File: config.mk
export PLATFORM = sky130hd
export DESIGN_NAME = ex_muldiv_unit_flat
export DESIGN_NICKNAME = d
export VERILOG_FILES = /design/src/rtl/ex_muldiv_unit_if.sv /design/src/rtl/ex_muldiv_unit.sv /design/src/flat_wrapper.sv
export SDC_FILE = /design/constraint.sdc
export NUM_CORES = 1
export LEC_CHECK = 0
export CORE_MARGIN = 2
export CORE_UTILIZATION = 30
export CTS_BUF_LIST = sky130_fd_sc_hd__clkbuf_8
export CTS_CLUSTER_DIAMETER = 50
export DETAILED_ROUTE_END_ITERATION = 6
export SLEW_MARGIN = 10
export SYNTH_ARGS = -nofsm -noshare
export SYNTH_HDL_FRONTEND = slang
export SYNTH_SLANG_ARGS = --single-unit
File: constraint.sdc
create_clock -name i_clock -period 6.5 [get_ports i_clock]
set_clock_uncertainty 0.2 [all_clocks]
set_input_delay 1.3 -clock i_clock [delete_from_list [all_inputs] [get_ports i_clock]]
set_output_delay 1.3 -clock i_clock [all_outputs]
set_load 0.1 [all_outputs]
File: src/rtl/ex_muldiv_unit_if.sv
// Pipeline-side bundle for the EX-stage multiply/divide unit.
// master drives the instruction/operands, slave is the unit itself.
interface ex_muldiv_unit_if #(
    parameter int unsigned DATA_SIZE  = 32,
    parameter int unsigned FUNCT_SIZE = 6
);
    logic                  i_valid;
    logic [FUNCT_SIZE-1:0] i_funct;
    logic [DATA_SIZE-1:0]  i_data_a;
    logic [DATA_SIZE-1:0]  i_data_b;
    logic                  i_abort;
    logic                  o_stall;
    logic                  o_busy;
    logic [DATA_SIZE-1:0]  o_result;
    logic [DATA_SIZE-1:0]  o_hi;
    logic [DATA_SIZE-1:0]  o_lo;

    modport master (
        output i_valid, i_funct, i_data_a, i_data_b, i_abort,
        input  o_stall, o_busy, o_result, o_hi, o_lo
    );

    modport slave (
        input  i_valid, i_funct, i_data_a, i_data_b, i_abort,
        output o_stall, o_busy, o_result, o_hi, o_lo
    );
endinterface

File: src/rtl/ex_muldiv_unit.sv
// Iterative MULT/MULTU/DIV/DIVU unit with architectural HI/LO; one bit per cycle,
// state advances on the falling edge like the surrounding pipeline registers.
module ex_muldiv_unit #(
    parameter int unsigned DATA_SIZE  = 32,
    parameter int unsigned FUNCT_SIZE = 6,
    parameter int unsigned CNT_SIZE   = 6
) (
    input  logic              i_clock,
    input  logic              i_reset,
    ex_muldiv_unit_if.slave   bus
);
    localparam int unsigned ACC_SIZE = 2 * DATA_SIZE;

    localparam logic [FUNCT_SIZE-1:0] F_MFHI  = FUNCT_SIZE'('h10);
    localparam logic [FUNCT_SIZE-1:0] F_MTHI  = FUNCT_SIZE'('h11);
    localparam logic [FUNCT_SIZE-1:0] F_MFLO  = FUNCT_SIZE'('h12);
    localparam logic [FUNCT_SIZE-1:0] F_MTLO  = FUNCT_SIZE'('h13);
    localparam logic [FUNCT_SIZE-1:0] F_MULT  = FUNCT_SIZE'('h18);
    localparam logic [FUNCT_SIZE-1:0] F_MULTU = FUNCT_SIZE'('h19);
    localparam logic [FUNCT_SIZE-1:0] F_DIV   = FUNCT_SIZE'('h1A);
    localparam logic [FUNCT_SIZE-1:0] F_DIVU  = FUNCT_SIZE'('h1B);

    typedef enum logic [1:0] {IDLE, MUL, DIV, DONE} state_e;

    state_e                state_q, state_d;
    logic [CNT_SIZE-1:0]   cnt_q, cnt_d;
    logic [ACC_SIZE-1:0]   acc_q, acc_d;
    logic [DATA_SIZE-1:0]  opnd_q, opnd_d;
    logic                  q_neg_q, q_neg_d;
    logic                  r_neg_q, r_neg_d;
    logic [DATA_SIZE-1:0]  hi_q, hi_d;
    logic [DATA_SIZE-1:0]  lo_q, lo_d;

    logic is_mul, is_div, is_long, is_mfhi, is_mflo, is_mthi, is_mtlo, is_move;
    logic signed_op, a_neg, b_neg, last_iter;
    logic [DATA_SIZE-1:0] a_mag, b_mag;
    logic [DATA_SIZE:0]   mul_sum, div_shift, div_diff;
    logic                 div_ge;
    logic [ACC_SIZE-1:0]  mul_step, div_step, prod_signed;

    // Opcode decode and operand magnitudes
    always_comb begin
        is_mul    = (bus.i_funct == F_MULT) || (bus.i_funct == F_MULTU);
        is_div    = (bus.i_funct == F_DIV)  || (bus.i_funct == F_DIVU);
        is_long   = is_mul || is_div;
        is_mfhi   = (bus.i_funct == F_MFHI);
        is_mflo   = (bus.i_funct == F_MFLO);
        is_mthi   = (bus.i_funct == F_MTHI);
        is_mtlo   = (bus.i_funct == F_MTLO);
        is_move   = is_mfhi || is_mflo || is_mthi || is_mtlo;
        signed_op = (bus.i_funct == F_MULT) || (bus.i_funct == F_DIV);
        a_neg     = signed_op && bus.i_data_a[DATA_SIZE-1];
        b_neg     = signed_op && bus.i_data_b[DATA_SIZE-1];
        a_mag     = a_neg ? -bus.i_data_a : bus.i_data_a;
        b_mag     = b_neg ? -bus.i_data_b : bus.i_data_b;
    end

    // One iteration of each algorithm: acc holds {partial, multiplier} or {remainder, dividend/quotient}
    always_comb begin
        mul_sum   = {1'b0, acc_q[ACC_SIZE-1:DATA_SIZE]} + {1'b0, opnd_q};
        mul_step  = acc_q[0] ? {mul_sum, acc_q[DATA_SIZE-1:1]} : (acc_q >> 1);
        div_shift = {acc_q[ACC_SIZE-1:DATA_SIZE], acc_q[DATA_SIZE-1]};
        div_diff  = div_shift - {1'b0, opnd_q};
        div_ge    = (div_shift >= {1'b0, opnd_q});
        div_step  = {(div_ge ? div_diff[DATA_SIZE-1:0] : div_shift[DATA_SIZE-1:0]),
                     acc_q[DATA_SIZE-2:0], div_ge};
        prod_signed = q_neg_q ? -mul_step : mul_step;
        last_iter   = (cnt_q == CNT_SIZE'(DATA_SIZE - 1));
    end

    // Next-state logic
    always_comb begin
        state_d = state_q;
        cnt_d   = cnt_q;
        acc_d   = acc_q;
        opnd_d  = opnd_q;
        q_neg_d = q_neg_q;
        r_neg_d = r_neg_q;
        hi_d    = hi_q;
        lo_d    = lo_q;

        case (state_q)
            IDLE: begin
                if (bus.i_valid && is_long) begin
                    acc_d   = {{DATA_SIZE{1'b0}}, (is_mul ? b_mag : a_mag)};
                    opnd_d  = is_mul ? a_mag : b_mag;
                    // Zero divisor keeps an all-ones quotient unsigned-looking
                    q_neg_d = (a_neg ^ b_neg) && (|bus.i_data_b);
                    r_neg_d = a_neg;
                    cnt_d   = '0;
                    state_d = is_mul ? MUL : DIV;
                end else if (bus.i_valid && is_mthi) begin
                    hi_d = bus.i_data_a;
                end else if (bus.i_valid && is_mtlo) begin
                    lo_d = bus.i_data_a;
                end
            end
            MUL: begin
                acc_d = mul_step;
                cnt_d = cnt_q + CNT_SIZE'(1);
                if (last_iter) begin
                    state_d = DONE;
                    hi_d    = prod_signed[ACC_SIZE-1:DATA_SIZE];
                    lo_d    = prod_signed[DATA_SIZE-1:0];
                end
            end
            DIV: begin
                acc_d = div_step;
                cnt_d = cnt_q + CNT_SIZE'(1);
                if (last_iter) begin
                    state_d = DONE;
                    lo_d    = q_neg_q ? -div_step[DATA_SIZE-1:0] : div_step[DATA_SIZE-1:0];
                    hi_d    = r_neg_q ? -div_step[ACC_SIZE-1:DATA_SIZE]
                                      : div_step[ACC_SIZE-1:DATA_SIZE];
                end
            end
            DONE:    state_d = IDLE;
            default: state_d = IDLE;
        endcase

        if (bus.i_abort) begin
            state_d = IDLE;
            hi_d    = hi_q;
            lo_d    = lo_q;
        end
    end

    always_ff @(negedge i_clock or negedge i_reset) begin
        if (!i_reset) begin
            state_q <= IDLE;
            cnt_q   <= '0;
            acc_q   <= '0;
            opnd_q  <= '0;
            q_neg_q <= 1'b0;
            r_neg_q <= 1'b0;
            hi_q    <= '0;
            lo_q    <= '0;
        end else begin
            state_q <= state_d;
            cnt_q   <= cnt_d;
            acc_q   <= acc_d;
            opnd_q  <= opnd_d;
            q_neg_q <= q_neg_d;
            r_neg_q <= r_neg_d;
            hi_q    <= hi_d;
            lo_q    <= lo_d;
        end
    end

    // Stall and move-from result are combinational so the pipeline sees them in the same cycle
    always_comb begin
        bus.o_stall  = bus.i_valid && (is_long || is_move) && (state_q != DONE)
                       && ((state_q != IDLE) || is_long);
        bus.o_busy   = (state_q == MUL) || (state_q == DIV);
        bus.o_result = '0;
        if (bus.i_valid && ((state_q == IDLE) || (state_q == DONE))) begin
            if (is_mfhi)      bus.o_result = hi_q;
            else if (is_mflo) bus.o_result = lo_q;
        end
        bus.o_hi = hi_q;
        bus.o_lo = lo_q;
    end
endmodule

File: src/flat_wrapper.sv
// flat-port wrapper written by rule: the top's interface ports become plain ports
module ex_muldiv_unit_flat 
#(
    parameter int unsigned DATA_SIZE  = 32,
    parameter int unsigned FUNCT_SIZE = 6,
    parameter int unsigned CNT_SIZE   = 6
)
  (i_clock, i_reset, bus_i_valid, bus_i_funct, bus_i_data_a, bus_i_data_b, bus_i_abort, bus_o_stall, bus_o_busy, bus_o_result, bus_o_hi, bus_o_lo);
  ex_muldiv_unit_if #(.DATA_SIZE(DATA_SIZE), .FUNCT_SIZE(FUNCT_SIZE)) bus_i ();
  input  logic i_clock;
  input  logic i_reset;
  input wire logic [$bits(bus_i.i_valid)-1:0] bus_i_valid;
  input wire logic [$bits(bus_i.i_funct)-1:0] bus_i_funct;
  input wire logic [$bits(bus_i.i_data_a)-1:0] bus_i_data_a;
  input wire logic [$bits(bus_i.i_data_b)-1:0] bus_i_data_b;
  input wire logic [$bits(bus_i.i_abort)-1:0] bus_i_abort;
  output wire logic [$bits(bus_i.o_stall)-1:0] bus_o_stall;
  output wire logic [$bits(bus_i.o_busy)-1:0] bus_o_busy;
  output wire logic [$bits(bus_i.o_result)-1:0] bus_o_result;
  output wire logic [$bits(bus_i.o_hi)-1:0] bus_o_hi;
  output wire logic [$bits(bus_i.o_lo)-1:0] bus_o_lo;
  assign bus_i.i_valid = bus_i_valid;
  assign bus_i.i_funct = bus_i_funct;
  assign bus_i.i_data_a = bus_i_data_a;
  assign bus_i.i_data_b = bus_i_data_b;
  assign bus_i.i_abort = bus_i_abort;
  assign bus_o_stall = bus_i.o_stall;
  assign bus_o_busy = bus_i.o_busy;
  assign bus_o_result = bus_i.o_result;
  assign bus_o_hi = bus_i.o_hi;
  assign bus_o_lo = bus_i.o_lo;
  ex_muldiv_unit #(.DATA_SIZE(DATA_SIZE), .FUNCT_SIZE(FUNCT_SIZE), .CNT_SIZE(CNT_SIZE)) u_core (.i_clock(i_clock), .i_reset(i_reset), .bus(bus_i));
endmodule
==> summary.md <==
| Metric | Value |
|---|---|
| Final slew viol count | `0` |
| Hold Fails Final Rpt | `0` |
| Largest net degree at the start of global routing | `84` |
| FF-to-FF path depth | `22` |
| Post-Route Setup TNS | `-14,680 ps` |
| CTS Hold Bufs | `0` |
| Clk_lat worst skew | `490 ps` |
| H-tree depth | `4` |
| Row count | `91` |
| Worst setup margin | `-405 ps` |
| GP Congestion | `0.999` |
| Synth area leader | `dfrtn_1` |
| Post-synthesis mux area share | `4.35%` |
| Most frequent cell after synthesis | `nand2_1` |
| Area contributors post-synth | `dfrtn_1, nand2_1, o21ai_0` |
| Power Total | `10.6 mW` |
| Top cells by count, synth | `nand2_1, nor2_1, o21ai_0` |
| Combinational family with the most area after synthesis | `compound AO/OA/AOI/OAI gates` |
| Crit Path Class | `in -> reg` |
| Register bit total from synthesis | `170` |
| DR vias/cell | `5.86` |
| Drt drc | `0` |
| CP Data Required Time | `3390 ps` |
| CP max stage delay | `550 ps` |
| Adder-Cell Fraction of Synth Area | `5.27%` |
| Register share of total power | `21.1%` |
| Reg-to-reg slack, setup | `430 ps` |
| Critical Path Fanout Max | `3` |
| Starting DRT DRC Count | `2,834` |
| Post-synthesis instance area | `0.0188 mm2` |
| Worst Setup Start Kind | `input pin` |
| Ys Warns | `0` |
| CTS clk-pin slew, worst paths | `70 ps` |
| Hold Startpoint | `u_core.bus.o_hi[11]` |
| Fin area | `0.0251 mm2` |
| Worst-Margin Slew | `1100 ps` |
| DP Worst Slack | `-1250 ps` |
| Clock Tree Root | `clkbuf_8` |
| Met2 Use GR | `38.3%` |
| Post-synth EDFFs | `0` |
| Total CTS buffers | `17` |
| Layout fillers | `6,248` |
| Worst hold path class | `reg -> reg` |
| Synth Flop Type | `dfrtn_1` |
| Asr flop ratio synth | `100%` |
| Clock Path Buffers | `2` |
| CTS Sinks | `170` |
| Via count | `21,800` |
| Critical Path End Type | `register` |
| Compound-cell area share of the yosys netlist | `30.1%` |
| Clk pwr share | `7.5%` |
| Worst R2R Start | `u_core.opnd_q[16]` |
| Sequential share of the synthesized area | `22.6%` |
| Initial Util | `30.4%` |
| VDD IR max | `0.000279 V` |
| IO buf count | `171` |
| GR Util met3 | `7.28%` |
| Hold slack | `254 ps` |
| Xor/xnor share of the synthesized area | `9.21%` |
| Die H | `254 um` |
| CTS tree | `yes` |
| Worst r2r dst | `u_core.bus.o_hi[24]` |
| Maxcap violations | `0` |
| P_leak | `10.5 nW` |
| GR Util met1 | `36.8%` |
| Placement Cell Area | `0.0237 mm2` |
| Post-Syn Nets | `2,736` |
| Initial antenna violation count | `4` |
| RSZ-0062 raised after global routing | `true` |
| Die width | `254 um` |
| Global route total overflow | `0` |
| Final ANT Viol Nets | `0` |
| Failing checks | `negative setup slack` |
| First drt pass iteration count | `6` |
| Busiest layer in global routing | `met2` |
| Detailed Route WL | `87,500 um` |
| P per Cell Area | `423 mW/mm2` |
| Io pins | `172` |
| Core area | `0.0618 mm2` |
| Net switching power figure | `6.46 mW` |
| Final setup fails | `60` |
| Internal | `4.16 mW` |
| Layout Nets | `3,029` |
| Placed cell count | `3,665` |
| Vias in the first global route | `19,800` |
| Layout cells sized above 1 | `22.2%` |
| Avg Cell Area, Syn | `7.28 um2` |
| Post-layout util | `40.6%` |
| Simple-Gate Fraction of Synth Area | `22.7%` |
| Hold path cells | `1` |
| Wire per inst | `23.5 um` |
| Rel. slew slack | `26.0%` |
| Final cell count without fillers | `3,729` |
| Yosys top cell area share | `22.6%` |
| Comb power frac | `71.4%` |
| CP Cell Sequence | `buf_6 > or4_4 > nor4_4 > nor4b_4 > buf_4 > nand4b_1 > buf_4 > nor3_4 > nor2_1 > xor2_1 > nor2_1 > nor3_2 > a21oi_1 > o21ai_1` |
| Die ar. | `0.0648 mm2` |
| Detailed Place HPWL | `68,700 um` |
| Syn Inst Count | `2,584` |
| Area Overhead vs Synth | `33.5%` |
| CP Data Arrival Time | `3800 ps` |
| Status | `finished, violations left` |
| Switch share | `60.8%` |
| Slowest CP cell | `or4_4` |
| Worst hold endpoint | `u_core.bus.o_hi[11]` |
| GRT Total Usage | `26.3%` |
| First-pass GRT wire length | `128,000 um` |
| Synth cell types | `87` |
[cells in the final DEF (no fill, tap or decap), types with 13 or more instances in the layout]
cell type,count
xnor2_1,117
nor3_1,38
nand3_1,43
a21oi_2,24
xor2_1,63
nor4_1,20
and2_1,20
a21oi_1,165
a211oi_1,30
or2_2,15
clkdlybuf4s50_1,54
nand2_1,310
buf_12,56
o21ai_1,50
clkbuf_8,18
ha_1,71
dfrtn_1,170
nor2_1,223
mux2i_1,73
o31ai_1,79
a22oi_1,22
nor2_4,36
a22o_1,13
and3_1,13
o211ai_1,22
inv_1,77
o21ai_0,176
buf_6,23
or3_1,33
a31oi_1,17
o21a_1,13
o22ai_1,18
nand2b_1,16
a21o_1,25
a221oi_1,58
nand4_1,33
a221o_1,23
buf_4,321
or4_1,16
[critical path: cells and delay by family]
family / cells / cell delay [ps]
compound gates: 2 / 210
buf+inv: 3 / 500
simple gates: 8 / 1630
xor+xnor: 1 / 150
[final cells by class]
type | count | area (um2) | share of cell area (%)
Timing Repair Buffer | 471 | 4510 | 18.0
Clock inverter | 14 | 146 | 0.583
Multi-Input combinational cell | 2134 | 14600 | 58.1
Clock buffer | 18 | 248 | 0.986
Inverter | 83 | 312 | 1.24
Tap cell | 837 | 1050 | 4.17
Sequential cell | 170 | 4250 | 16.9
Antenna cell | 2 | 5.00 | 0.0199
[what timing repair did]
item	CTS	global route
setup buffers	22	12
endpoints found under the setup margin	112	100
pin swaps	86	75
gates cloned	2	1
resized for setup	152	90
[sequential cells by signal, summed over array words and instances, names as in the netlist]
name,cells
u_core.acc_q,64
u_core.bus.o_lo,32
u_core.r_neg_q,1
u_core.q_neg_q,1
u_core.opnd_q,32
u_core.state_q,2
u_core.bus.o_hi,32
u_core.cnt_q,6
[logic make-up after synthesis]
kind of cell,Yosys count
compound gates,864
xor+xnor,198
fa+ha+maj,78
buf+inv,280
flops,170
mux,81
simple gates,913
[worst max path at each step]
stage	from	endpoint	slack [ps]
after floorplan	bus_i_data_b[9]	u_core.acc_q[25]	-580
after global placement	bus_i_data_b[9]	u_core.acc_q[30]	-1210
after detailed placement	bus_i_data_b[9]	u_core.acc_q[28]	-1250
after CTS	bus_i_data_a[7]	u_core.acc_q[28]	-420
after global routing	bus_i_data_a[10]	u_core.acc_q[24]	-510
final	bus_i_data_a[10]	u_core.acc_q[24]	-410
[routing by layer]
| metal | vias up | wire length, um |
|---|---|---|
| li1 | 10100 | - |
| met1 | 10400 | 37300 |
| met2 | 1167 | 36900 |
| met3 | 164 | 9560 |
| met4 | 6 | 3660 |
| met5 | - | 45 |
[power groups by stage]
stage          sequential, mW  combinational (mW)  clock [mW]
2_1_floorplan            3.02                3.89           0
3_3_place_gp             2.21                7.30           0
3_5_place_dp             2.22                7.31           0
4_1_cts                  2.20                7.39       0.807
5_1_grt                  2.25                8.03       0.849
6_report                 2.24                7.58       0.802
Power figures use the tool's default switching activity.
